`src/rtl/load_store_unit.sv`:
```
// Load/store unit: turns RV32I byte/half/word accesses into word-wide memory
// requests with byte enables, lane steering, extension and a bounded wait.
module load_store_unit #(
    parameter int unsigned TIMEOUT_CYCLES = 16
) (
    input  logic        clk,
    input  logic        reset,
    input  logic        cpu_valid,
    input  logic        cpu_write,
    input  logic [2:0]  cpu_funct3,
    input  logic [31:0] cpu_addr,
    input  logic [31:0] cpu_wdata,
    output logic        cpu_stall,
    output logic        cpu_done,
    output logic [31:0] cpu_rdata,
    output logic        cpu_fault,
    output logic        mem_req,
    output logic        mem_we,
    output logic [29:0] mem_addr,
    output logic [31:0] mem_wdata,
    output logic [3:0]  mem_be,
    input  logic        mem_ack,
    input  logic [31:0] mem_rdata
);

    typedef enum logic [1:0] {IDLE, ACCESS, RESP} state_t;

    localparam logic [7:0] LAST_WAIT = 8'(TIMEOUT_CYCLES - 1);

    state_t      state_q, state_d;
    logic [7:0]  cnt_q, cnt_d;
    logic        done_q, done_d;
    logic [31:0] rdata_q, rdata_d;
    logic        fault_q, fault_d;
    logic        req_q, req_d;
    logic        we_q, we_d;
    logic [29:0] addr_q, addr_d;
    logic [31:0] wdata_q, wdata_d;
    logic [3:0]  be_q, be_d;
    logic [2:0]  funct3_q, funct3_d;
    logic [1:0]  off_q, off_d;

    logic        dec_legal;
    logic        dec_misaligned;
    logic [3:0]  dec_be;
    logic [31:0] dec_wdata;

    // Pick the addressed lane out of the read word and extend it to 32 bits.
    function automatic logic [31:0] format_load(input logic [2:0]  f3,
                                                input logic [1:0]  off,
                                                input logic [31:0] word);
        logic [31:0] shifted;
        logic [7:0]  b;
        logic [15:0] h;
        shifted = word >> {off, 3'b000};
        b       = shifted[7:0];
        h       = off[1] ? word[31:16] : word[15:0];
        case (f3)
            3'b000:  format_load = {{24{b[7]}}, b};
            3'b100:  format_load = {24'b0, b};
            3'b001:  format_load = {{16{h[15]}}, h};
            3'b101:  format_load = {16'b0, h};
            3'b010:  format_load = word;
            default: format_load = 32'b0;
        endcase
    endfunction

    always_comb begin
        dec_legal      = 1'b0;
        dec_misaligned = 1'b0;
        dec_be         = 4'b1111;
        dec_wdata      = 32'b0;
        if (cpu_write) begin
            case (cpu_funct3)
                3'b000: begin
                    dec_legal = 1'b1;
                    dec_be    = 4'b0001 << cpu_addr[1:0];
                    dec_wdata = {4{cpu_wdata[7:0]}};
                end
                3'b001: begin
                    dec_legal      = 1'b1;
                    dec_misaligned = cpu_addr[0];
                    dec_be         = cpu_addr[1] ? 4'b1100 : 4'b0011;
                    dec_wdata      = {2{cpu_wdata[15:0]}};
                end
                3'b010: begin
                    dec_legal      = 1'b1;
                    dec_misaligned = |cpu_addr[1:0];
                    dec_wdata      = cpu_wdata;
                end
                default: ;
            endcase
        end else begin
            case (cpu_funct3)
                3'b000, 3'b100: dec_legal = 1'b1;
                3'b001, 3'b101: begin
                    dec_legal      = 1'b1;
                    dec_misaligned = cpu_addr[0];
                end
                3'b010: begin
                    dec_legal      = 1'b1;
                    dec_misaligned = |cpu_addr[1:0];
                end
                default: ;
            endcase
        end
    end

    always_comb begin
        state_d  = state_q;
        cnt_d    = cnt_q;
        done_d   = 1'b0;
        rdata_d  = rdata_q;
        fault_d  = fault_q;
        req_d    = req_q;
        we_d     = we_q;
        addr_d   = addr_q;
        wdata_d  = wdata_q;
        be_d     = be_q;
        funct3_d = funct3_q;
        off_d    = off_q;
        case (state_q)
            IDLE: begin
                if (cpu_valid) begin
                    if (dec_legal && !dec_misaligned) begin
                        state_d  = ACCESS;
                        req_d    = 1'b1;
                        we_d     = cpu_write;
                        addr_d   = cpu_addr[31:2];
                        be_d     = dec_be;
                        wdata_d  = dec_wdata;
                        funct3_d = cpu_funct3;
                        off_d    = cpu_addr[1:0];
                        cnt_d    = 8'd0;
                    end else begin
                        // Decode faults never touch memory.
                        state_d = RESP;
                        done_d  = 1'b1;
                        fault_d = 1'b1;
                        rdata_d = 32'b0;
                    end
                end
            end
            ACCESS: begin
                if (mem_ack) begin
                    state_d = RESP;
                    done_d  = 1'b1;
                    fault_d = 1'b0;
                    rdata_d = we_q ? 32'b0 : format_load(funct3_q, off_q, mem_rdata);
                    req_d   = 1'b0;
                    cnt_d   = 8'd0;
                end else if (cnt_q == LAST_WAIT) begin
                    state_d = RESP;
                    done_d  = 1'b1;
                    fault_d = 1'b1;
                    rdata_d = 32'b0;
                    req_d   = 1'b0;
                    cnt_d   = 8'd0;
                end else begin
                    cnt_d = cnt_q + 8'd1;
                end
            end
            RESP:    state_d = IDLE;
            default: state_d = IDLE;
        endcase
    end

    always_ff @(posedge clk) begin
        if (reset) begin
            state_q <= IDLE;
            cnt_q   <= 8'd0;
            done_q  <= 1'b0;
            rdata_q <= 32'b0;
            fault_q <= 1'b0;
            req_q   <= 1'b0;
            we_q    <= 1'b0;
            addr_q  <= 30'b0;
            wdata_q <= 32'b0;
            be_q    <= 4'b0;
        end else begin
            state_q <= state_d;
            cnt_q   <= cnt_d;
            done_q  <= done_d;
            rdata_q <= rdata_d;
            fault_q <= fault_d;
            req_q   <= req_d;
            we_q    <= we_d;
            addr_q  <= addr_d;
            wdata_q <= wdata_d;
            be_q    <= be_d;
        end
    end

    // Access shape is only consulted while in ACCESS, so it needs no reset.
    always_ff @(posedge clk) begin
        funct3_q <= funct3_d;
        off_q    <= off_d;
    end

    assign cpu_stall = cpu_valid & ~done_q;
    assign cpu_done  = done_q;
    assign cpu_rdata = rdata_q;
    assign cpu_fault = fault_q;
    assign mem_req   = req_q;
    assign mem_we    = we_q;
    assign mem_addr  = addr_q;
    assign mem_wdata = wdata_q;
    assign mem_be    = be_q;

endmodule

```
`config.mk`:
```
export PLATFORM = sky130hd
export DESIGN_NAME = load_store_unit
export DESIGN_NICKNAME = d
export VERILOG_FILES = /design/src/rtl/load_store_unit.sv
export SDC_FILE = /design/constraint.sdc
export NUM_CORES = 1
export LEC_CHECK = 0
export BUFFER_PORTS_ARGS = -buffer_cell sky130_fd_sc_hd__buf_2
export CAP_MARGIN = 30
export CELL_PAD_IN_SITES_DETAIL_PLACEMENT = 1
export CELL_PAD_IN_SITES_GLOBAL_PLACEMENT = 2
export CORE_UTILIZATION = 27
export DETAILED_ROUTE_END_ITERATION = 12
export PLACE_DENSITY_LB_ADDON = 0.1
export SLEW_MARGIN = 20
export SYNTH_ARGS = -nofsm -noshare
export SYNTH_HDL_FRONTEND = slang
export SYNTH_SLANG_ARGS = --single-unit
```
`constraint.sdc`:
```
create_clock -name clk -period 2.5 [get_ports clk]
set_clock_uncertainty 0.1 [all_clocks]
set_input_delay 0.25 -clock clk [delete_from_list [all_inputs] [get_ports clk]]
set_output_delay 0.25 -clock clk [all_outputs]
set_load 0.05 [all_outputs]
```
# ---- Yosys cells after proc, flatten, opt, wreduce, memory -nomap -nowiden
# Cells that the tools add are included.
dict set report op_classes {
  n_bitwise 2
  order_cmp 0
  add_sub_neg 1
  multipliers 0
  shift 2
  reduce_logical 15
  n_mux 44
  n_div 0
  eq_ne 14
}
# cell count
set ops {}
lappend ops {{32-bit 2-to-1 mux} 6}
lappend ops {{32-bit one-hot mux with 5 select lines} 1}
lappend ops {{32-bit one-hot mux with 3 select lines} 1}
lappend ops {{32-bit one-hot mux with 2 select lines} 1}
lappend ops {{8-bit 2-to-1 mux} 4}
lappend ops {{32-bit by 5-bit >> shifter with 8-bit output} 1}
lappend ops {{1-bit 2-to-1 mux} 16}
lappend ops {{16-bit 2-to-1 mux} 1}
lappend ops {{8-bit one-hot mux with 2 select lines} 1}
lappend ops {{3-bit equality test (second input constant)} 4}
lappend ops {{1-bit one-hot mux with 2 select lines} 5}
lappend ops {{8-bit by 1-bit adder with 8-bit output (second input constant)} 1}
lappend ops {{8-bit by 4-bit equality test with 1-bit output (second input constant)} 1}
lappend ops {{2-bit 2-to-1 mux} 4}
lappend ops {{4-bit 2-to-1 mux} 2}
lappend ops {{4-bit one-hot mux with 2 select lines} 1}
lappend ops {{4-bit AND reduction} 2}
lappend ops {{3-bit by 1-bit equality test with 1-bit output (second input constant)} 2}
lappend ops {{3-bit by 2-bit equality test with 1-bit output (second input constant)} 2}
lappend ops {{3-bit logical NOT} 2}
lappend ops {{2-bit inequality test (second input constant)} 3}
lappend ops {{3-bit AND reduction} 2}
lappend ops {{5-bit OR reduction} 1}
lappend ops {{2-bit one-hot mux with 2 select lines} 1}
lappend ops {{12 further kinds} 13}
dict set report totals {
  mem_bits_rw 0
  romBits 0
  inputBits 104
  latchBits 0
  mem_count 0
  reg_bits 117
  word_cells 90
}

# ---- Logic depth before layout (Yosys ltp)
# Gate-level depths: netlist of the first run.
dict set report logic_depth {
  word_depth 9
  mapped_depth 8
  ltp_nobuf 6
}

# ---- Worst setup path before layout of the first run
# OpenSTA, ideal clock, no wires.
dict set report synth_timing {
  kind {reg2reg}
  from {register cnt_q[0]}
  to {register rdata_q[25], in the netlist cpu_rdata[25]}
  t_arrival_ns 1.932
  path_buffers 2
  required_time_ns 2.278
  path_stages_with_launch 9
  slack_ns 0.346
  setup_ns 0.122
  path_cell_list {dfxtp_1 -> ha_1 -> and3_1 -> a21oi_2 -> or3_4 -> nor2b_4 -> buf_6 -> buf_6 -> a221o_1}
}
dict set report synth_via {
  elab_chain_len 3
}
# element line_no
set synth_rtl {}
lappend synth_rtl {{start: declaration} 31} ;# logic [7:0] cnt_q, cnt_d;
lappend synth_rtl {{start signal: assignment} 182} ;# cnt_q <= cnt_d;
lappend synth_rtl {{8-bit by 4-bit equality test with 1-bit output} 152} ;# end else if (cnt_q == LAST_WAIT) begin
lappend synth_rtl {{3-bit inequality test (no line)} -}
lappend synth_rtl {{4-bit AND reduction (no line)} -}
lappend synth_rtl {{end signal: assignment} 184} ;# rdata_q <= rdata_d;
lappend synth_rtl {{end: declaration} 33} ;# logic [31:0] rdata_q, rdata_d;
# Every way passes these cells.
# A chain may end at the register's enable or synchronous reset.

# ---- Worst setup path in the final report of the first run
dict set report layout_timing {
  from {register cnt_q[0]}
  to {register rdata_q[22], in the netlist cpu_rdata[22]}
}
# The elaborated chain is that of the path after synthesis.

==> results of run 1 <==
[worst min-delay path: stages]
cell and delay, ns:
buf_2 0.12, nand3_1 0.06, a21oi_1 0.06
[final cells by class]
type / instances / area, um2
timing repair buffer: 262 / 1562
clock inverter: 15 / 182.7
fill: 2305 / 11310
sequential: 117 / 2392
tap: 260 / 325.3
clock buffer: 17 / 425.4
multi-input combinational: 437 / 2584
inverter: 13 / 48.80
antenna: 1 / 2.502
[synth_stat cells, types with 4 or more instances]
cell type	instances	area (um2)
dfxtp_1	112	2242
nand2_1	106	397.9
a21oi_1	86	430.4
clkbuf_1	37	138.9
a21o_1	33	247.7
a221o_1	31	310.3
nand3_1	28	140.1
nor2_1	28	105.1
o21ai_0	20	100.1
inv_1	12	45.04
mux2i_1	12	120.1
nor3_1	12	60.06
nor2b_1	11	68.82
buf_2	9	45.04
a22o_1	8	70.07
a32o_1	8	80.08
or3_1	8	50.05
nand2b_1	6	37.54
edfxtp_1	5	150.1
a311oi_1	4	35.03
buf_1	4	15.01
[cells in the final DEF (no fill, tap or decap), types with 8 or more instances in the layout]
cell / n
a221o_1: 31
dfxtp_1: 112
a21oi_1: 86
nand2_1: 106
nor2b_1: 11
or3_1: 8
inv_1: 12
a21o_1: 33
nor3_1: 12
clkbuf_16: 17
o21ai_0: 20
dlygate4sd3_1: 34
mux2i_1: 12
a22o_1: 8
nand3_1: 27
nor2_1: 28
buf_4: 20
buf_2: 206
a32o_1: 8
[what timing repair did]
action                                 CTS  global route
hold buffers                            34             0
setup buffers                            0             0
setup endpoints to repair                0            29
endpoints found under the hold margin   34             0
gates resized for setup                  0             1
[cell families (layout without fill, tap and decap cells)]
group | after synthesis | in the layout | share of synthesized area (%)
and+or+nand+nor | 213 | 214 | 18.78
other | 0 | 1 | 0
adders and majority gates | 1 | 1 | 0.2391
DFF | 117 | 117 | 45.73
muxes | 13 | 13 | 2.511
AOI/OAI and AO/OA | 209 | 209 | 27.22
buffers and inverters | 67 | 307 | 5.525
[per-layer routing]
layer / vias to the layer above / wire [um] / part of all wire (%)
met2: 169 / 9627 / 48
met5: - / 0 / 0
met1: 2650 / 8404 / 42
met4: 0 / 491 / 2.5
met3: 34 / 1429 / 7.2
li1: 2686 / - / -
[power by group through the flow]
stage	Combinational (mW)	Clock [mW]	Sequential, mW
after floorplan	0.299	0	2.13
after global placement	0.670	0	2.00
after detailed placement	0.682	0	2.00
after CTS	0.726	2.58	1.96
after global routing	0.784	2.68	1.96
final	0.727	2.52	1.96
[metrics by stage]
stage,utilization (%),TNS (ns)
final,39.95,0
after global routing,39.93,0
after CTS,39.86,0
after detailed placement,34.82,-0.1467
after global placement,34.82,0
after floorplan,-,0
[how the worst max path moves through the flow]
stage | from | cells past startpoint | endpoint
final | cnt_q[0] | 6 | cpu_rdata[22]
after floorplan | cnt_q[0] | 8 | cpu_rdata[25]
after CTS | mem_ack | 7 | cpu_rdata[22]
after global placement | cpu_funct3[2] | 6 | cpu_rdata[26]
after detailed placement | cpu_funct3[2] | 6 | cpu_rdata[22]
after global routing | cnt_q[0] | 6 | cpu_rdata[15]
[flip-flops by register name, indices dropped and copies added (netlist names)]
name and count:
cpu_rdata 32, cnt_q 8, cpu_fault 1, mem_wdata 32, mem_addr 30, mem_be 4
state_q 2, funct3_q 3, off_q 2, mem_we 1, mem_req 1, cpu_done 1
==> out/metrics.yaml, run 1 <==
status: "complete, no violations"
synthArstFlopShare_pct: 0
core-area_um2: 18830
cp_max_fo: 16
postRouteAntennaNets: 0
syn-cell-area_um2: 5231
finalSetupViolCount: 0
htreeDepth: 4
min_period_ns: 2.223
antenna_found_initial: 1
holdPathStages: 3
worstMarginPinSlew_ns: 0.8946
total_power_mw: 5.202
grt_use_met3_pct: 7.201
ys_seq_area_share_pct: 45.73
portBuffers: 206
r2r_cells: 6
dp.cells: 1054
route.detailed.drc: 0
whs_endpoint: "mem_wdata[0]"
cts.sinks: 117
ff2ff_setup_slack_ns: 0.28
ys_ff_latch: 117
pwr-share-seq_pct: 37.6
hp-class: "in -> reg"
finalHoldWorstSlack_ns: 0.02195
dpl.hpwl_um: 13890
clkPwrFrac_pct: 48.4
layout-drive-gt1-share_pct: 31.36
rsz0062_at_grt: "no"
die_x_um: 141.2
num_rows: 50
ys_warn_count: 0
grtUsageMet2_pct: 33.74
viasPerCell: 4.937
place.gp.congestion: 0.8192
synth_nets: 725
yosysUniqueCellTypes: 49
fin_cells: 1122
ys.flop_type: "dfxtp_1"
synth-edff-count: 5
drt-wirelength-per-cell_um: 17.78
clock_path_buffers: 2
fin_ws_ns: 0.2772
cp-end-kind: "flip-flop"
max_freq_mhz: 449.9
nets: 953
critical_path_arrival_ns: 2.42
design_area_um2: 7522
critPathSlowestCell: "or3_4"
maxSlewHeadroom_pct: 40.36
clkSlewWorstSetupHoldPaths_ns: 0.06
internal_power_mw: 3.758
syn_avg_cell_area_um2: 8.438
drtIter0Drc: 207
clkLatencyLatePin_ns: 0.41
cpLargestDelayFamily: "simple AND/OR/NAND/NOR gates"
drv_cap: 0
worst-path-buf-inv: 0
cp-start-kind: "flip-flop"
dieArea_um2: 19940
placed_area_um2: 6558
die_h_um: 141.2
grt_max_degree: 81
grt_pass1_vias: 5749
vias: 5539
maxSlewViolCount: 0
area_growth_pct: 43.79
ios: 207
grt_overflow: 0
power.switching_mw: 1.444
cts_root_buf: "clkbuf_16"
worstHoldStart: "cpu_wdata[0]"
grt_pass1_wl_um: 31200
max-vdd-ir-drop_mv: 0.4343
cellPowerDensity_nw_per_um2: 691.5
switching_share_pct: 27.76
postSynthCellCount: 620
cpPeakStageDelay_ns: 0.43
grt-busiest-layer: "met2"
cts_made_buffers: 17
critPathKind: "reg -> reg"
required_ns: 2.70
combPwrFrac_pct: 14.0
use_met1_pct: 23.81
first_pass_iters: 6
timing.rr.end: "cpu_rdata[22]"
start_util_pct: 27.78
finalHoldViolCount: 0
wl_um: 19950
r2r_start: "cnt_q[0]"
cp_cell_sequence: "ha_1 -> and3_1 -> a21oi_2 -> or3_4 -> nor2b_4 -> a221o_1"
fin_crit_sh_pct: 88.91
leakagePower_nw: 3.449
grt_usage_pct: 20.29
place_ws_ns: -0.01997
cts_tree: "built"
Power figures use the tool's default switching activity.
==> run 2, diff against run 1 <==
--- a/config.mk
+++ b/config.mk
@@ -7,3 +7,2 @@
 export LEC_CHECK = 0
-export BUFFER_PORTS_ARGS = -buffer_cell sky130_fd_sc_hd__buf_2
 export CAP_MARGIN = 30
@@ -11,4 +10,5 @@
 export CELL_PAD_IN_SITES_GLOBAL_PLACEMENT = 2
-export CORE_UTILIZATION = 27
+export CORE_UTILIZATION = 35
 export DETAILED_ROUTE_END_ITERATION = 12
+export DONT_BUFFER_PORTS = 1
 export PLACE_DENSITY_LB_ADDON = 0.1
==> constraint.sdc (replaced) <==
create_clock -name clk -period 2.5 [get_ports clk]
set_clock_uncertainty 0.1 [all_clocks]
set_input_delay 0.5 -clock clk [delete_from_list [all_inputs] [get_ports clk]]
set_output_delay 0.5 -clock clk [all_outputs]
set_load 0.05 [all_outputs]
==> run 2 against run 1 <==
Net effect:
- global-route usage grew 1.9 points
- register-to-register slack lost 0.03 ns
- maximum frequency shrank 1.3%
- clock-buffer cell count grew 2
- final area shrank 20%
- sequential cell count is the same
- combinational power shrank 51%
- largest cell class unchanged
==> out/metrics.yaml, run 2 (same netlist as run 1, synthesis figures left out) <==
clkSlewWorstSetupHoldPaths_ns: 0.05
cts_made_buffers: 17
cp-start-kind: "flip-flop"
grt_usage_pct: 22.23
worstMarginPinSlew_ns: 0.6441
layout-drive-gt1-share_pct: 10.18
r2r_start: "cnt_q[0]"
whs_endpoint: "mem_addr[24]"
vias: 4583
die_x_um: 124.3
place.gp.congestion: 0.8049
cp_max_fo: 32
design_area_um2: 6038
final_cell_mix: "112 x dfxtp_1, 106 x nand2_1, 86 x a21oi_1"
placed_area_um2: 5430
antennaDiodeCount: 0
fin_ws_ns: 0.2489
grt_pass1_vias: 4711
min_period_ns: 2.251
max_freq_mhz: 444.2
first_pass_iters: 4
portBuffers: 0
required_ns: 2.70
internal_power_mw: 3.683
final_common_cell: "dfxtp_1"
cts_root_buf: "clkbuf_16"
hp-class: "in -> reg"
die_h_um: 124.3
grt_overflow: 0
leakagePower_nw: 2.329
place_ws_ns: 0.1787
r2r_cells: 7
finalSetupViolCount: 0
cts_setup_buffers: 0
ff2ff_setup_slack_ns: 0.25
viasPerCell: 5.707
rsz0062_at_grt: "no"
grt_pass1_wl_um: 27070
cellPowerDensity_nw_per_um2: 820.6
cts_tree: "built"
grt_max_degree: 83
start_util_pct: 35.99
drtIter0Drc: 218
clkLatencyLatePin_ns: 0.42
cts_hold_buf: 0
finalHoldViolCount: 0
status: "complete, no violations"
fin_crit_sh_pct: 90.04
route.detailed.drc: 0
combPwrFrac_pct: 7.1
timing.rr.end: "cpu_rdata[26]"
critical_path_arrival_ns: 2.45
nets: 711
switching_share_pct: 25.67
dpl.hpwl_um: 11980
cp-end-kind: "flip-flop"
total_power_mw: 4.955
final_util_pct: 41.55
postRouteAntennaNets: 0
max-vdd-ir-drop_mv: 0.4894
drt-wirelength-per-cell_um: 21.03
dieArea_um2: 15440
power.switching_mw: 1.272
pwr-share-seq_pct: 42.4
drv_cap: 0
maxSlewViolCount: 0
fin_setup_tns_ns: 0
num_rows: 44
clkPwrFrac_pct: 50.5
core-area_um2: 14530
clock_path_buffers: 2
antenna_found_initial: 0
cts.sinks: 117
ios: 207
wl_um: 16890
worstHoldStart: "reset"
htreeDepth: 4
maxSlewHeadroom_pct: 56.97
post_cts_resized: 0
area_growth_pct: 15.43
holdPathStages: 1
critPathKind: "reg -> reg"
[run 2: cell count changes in the layout (fill, tap and decap cells not counted), moves of 2 or more]
| cell | before | now |
|---|---|---|
| buf_2 | 206 | 0 |
| buf_4 | 20 | 18 |
| clkbuf_8 | 0 | 2 |
| clkinv_2 | 2 | 4 |
| clkinv_4 | 5 | 1 |
| dlygate4sd3_1 | 34 | 0 |
[run 2: worst max path at each step]
stage                     slack [ns]           from       endpoint
final                           0.25       cnt_q[0]  cpu_rdata[26]
after global routing            0.11       cnt_q[0]  cpu_rdata[20]
after CTS                       0.26       cnt_q[0]  cpu_rdata[26]
after detailed placement        0.18  cpu_funct3[0]  mem_wdata[25]
after global placement          0.22  cpu_funct3[0]  mem_wdata[26]
after floorplan                 0.27  cpu_funct3[0]    funct3_q[0]
[run 2: routing by layer]
layer | vias up | share of wire, % | wire length, um | GRT usage, %
met5 | - | 0 | 0 | 0
met4 | 0 | 1.8 | 301 | 7.796
met3 | 21 | 9.5 | 1603 | 10.57
met2 | 144 | 47 | 7942 | 35.26
met1 | 2221 | 42 | 7044 | 26.08
li1 | 2197 | - | - | -
[run 2: power groups by stage]
stage                     Combinational [mW]  Sequential, mW  Clock, mW
after floorplan                        0.299            2.13          0
after global placement                 0.347            2.14          0
after detailed placement               0.356            2.14          0
after CTS                              0.356            2.10       2.56
after global routing                   0.394            2.11       2.65
final                                  0.354            2.10       2.50
[run 2: cell type report]
type	count	area, um2
Fill cell	1695	8496
Multi-Input combinational cell	436	2564
Sequential cell	117	2392
Clock buffer	19	452.9
Tap cell	184	230.2
Timing Repair Buffer	21	195.2
Clock inverter	13	155.1
Inverter	13	48.80
[run 2: worst max-delay path, stage by stage (launching register included)]
cell	delay (ns)
dfxtp_1	0.37
ha_1	0.23
and3_1	0.26
a21oi_2	0.09
or3_4	0.40
nor2b_4	0.14
buf_12	0.16
a221o_1	0.36
[run 2: per-stage QoR]
stage / instances / hold slack (ns)
final: 803 / 0.04715
after floorplan: 620 / 0.3578
after global placement: 771 / 0.3708
after global routing: 803 / 0.02704
after detailed placement: 771 / 0.3789
after CTS: 803 / 0.02465
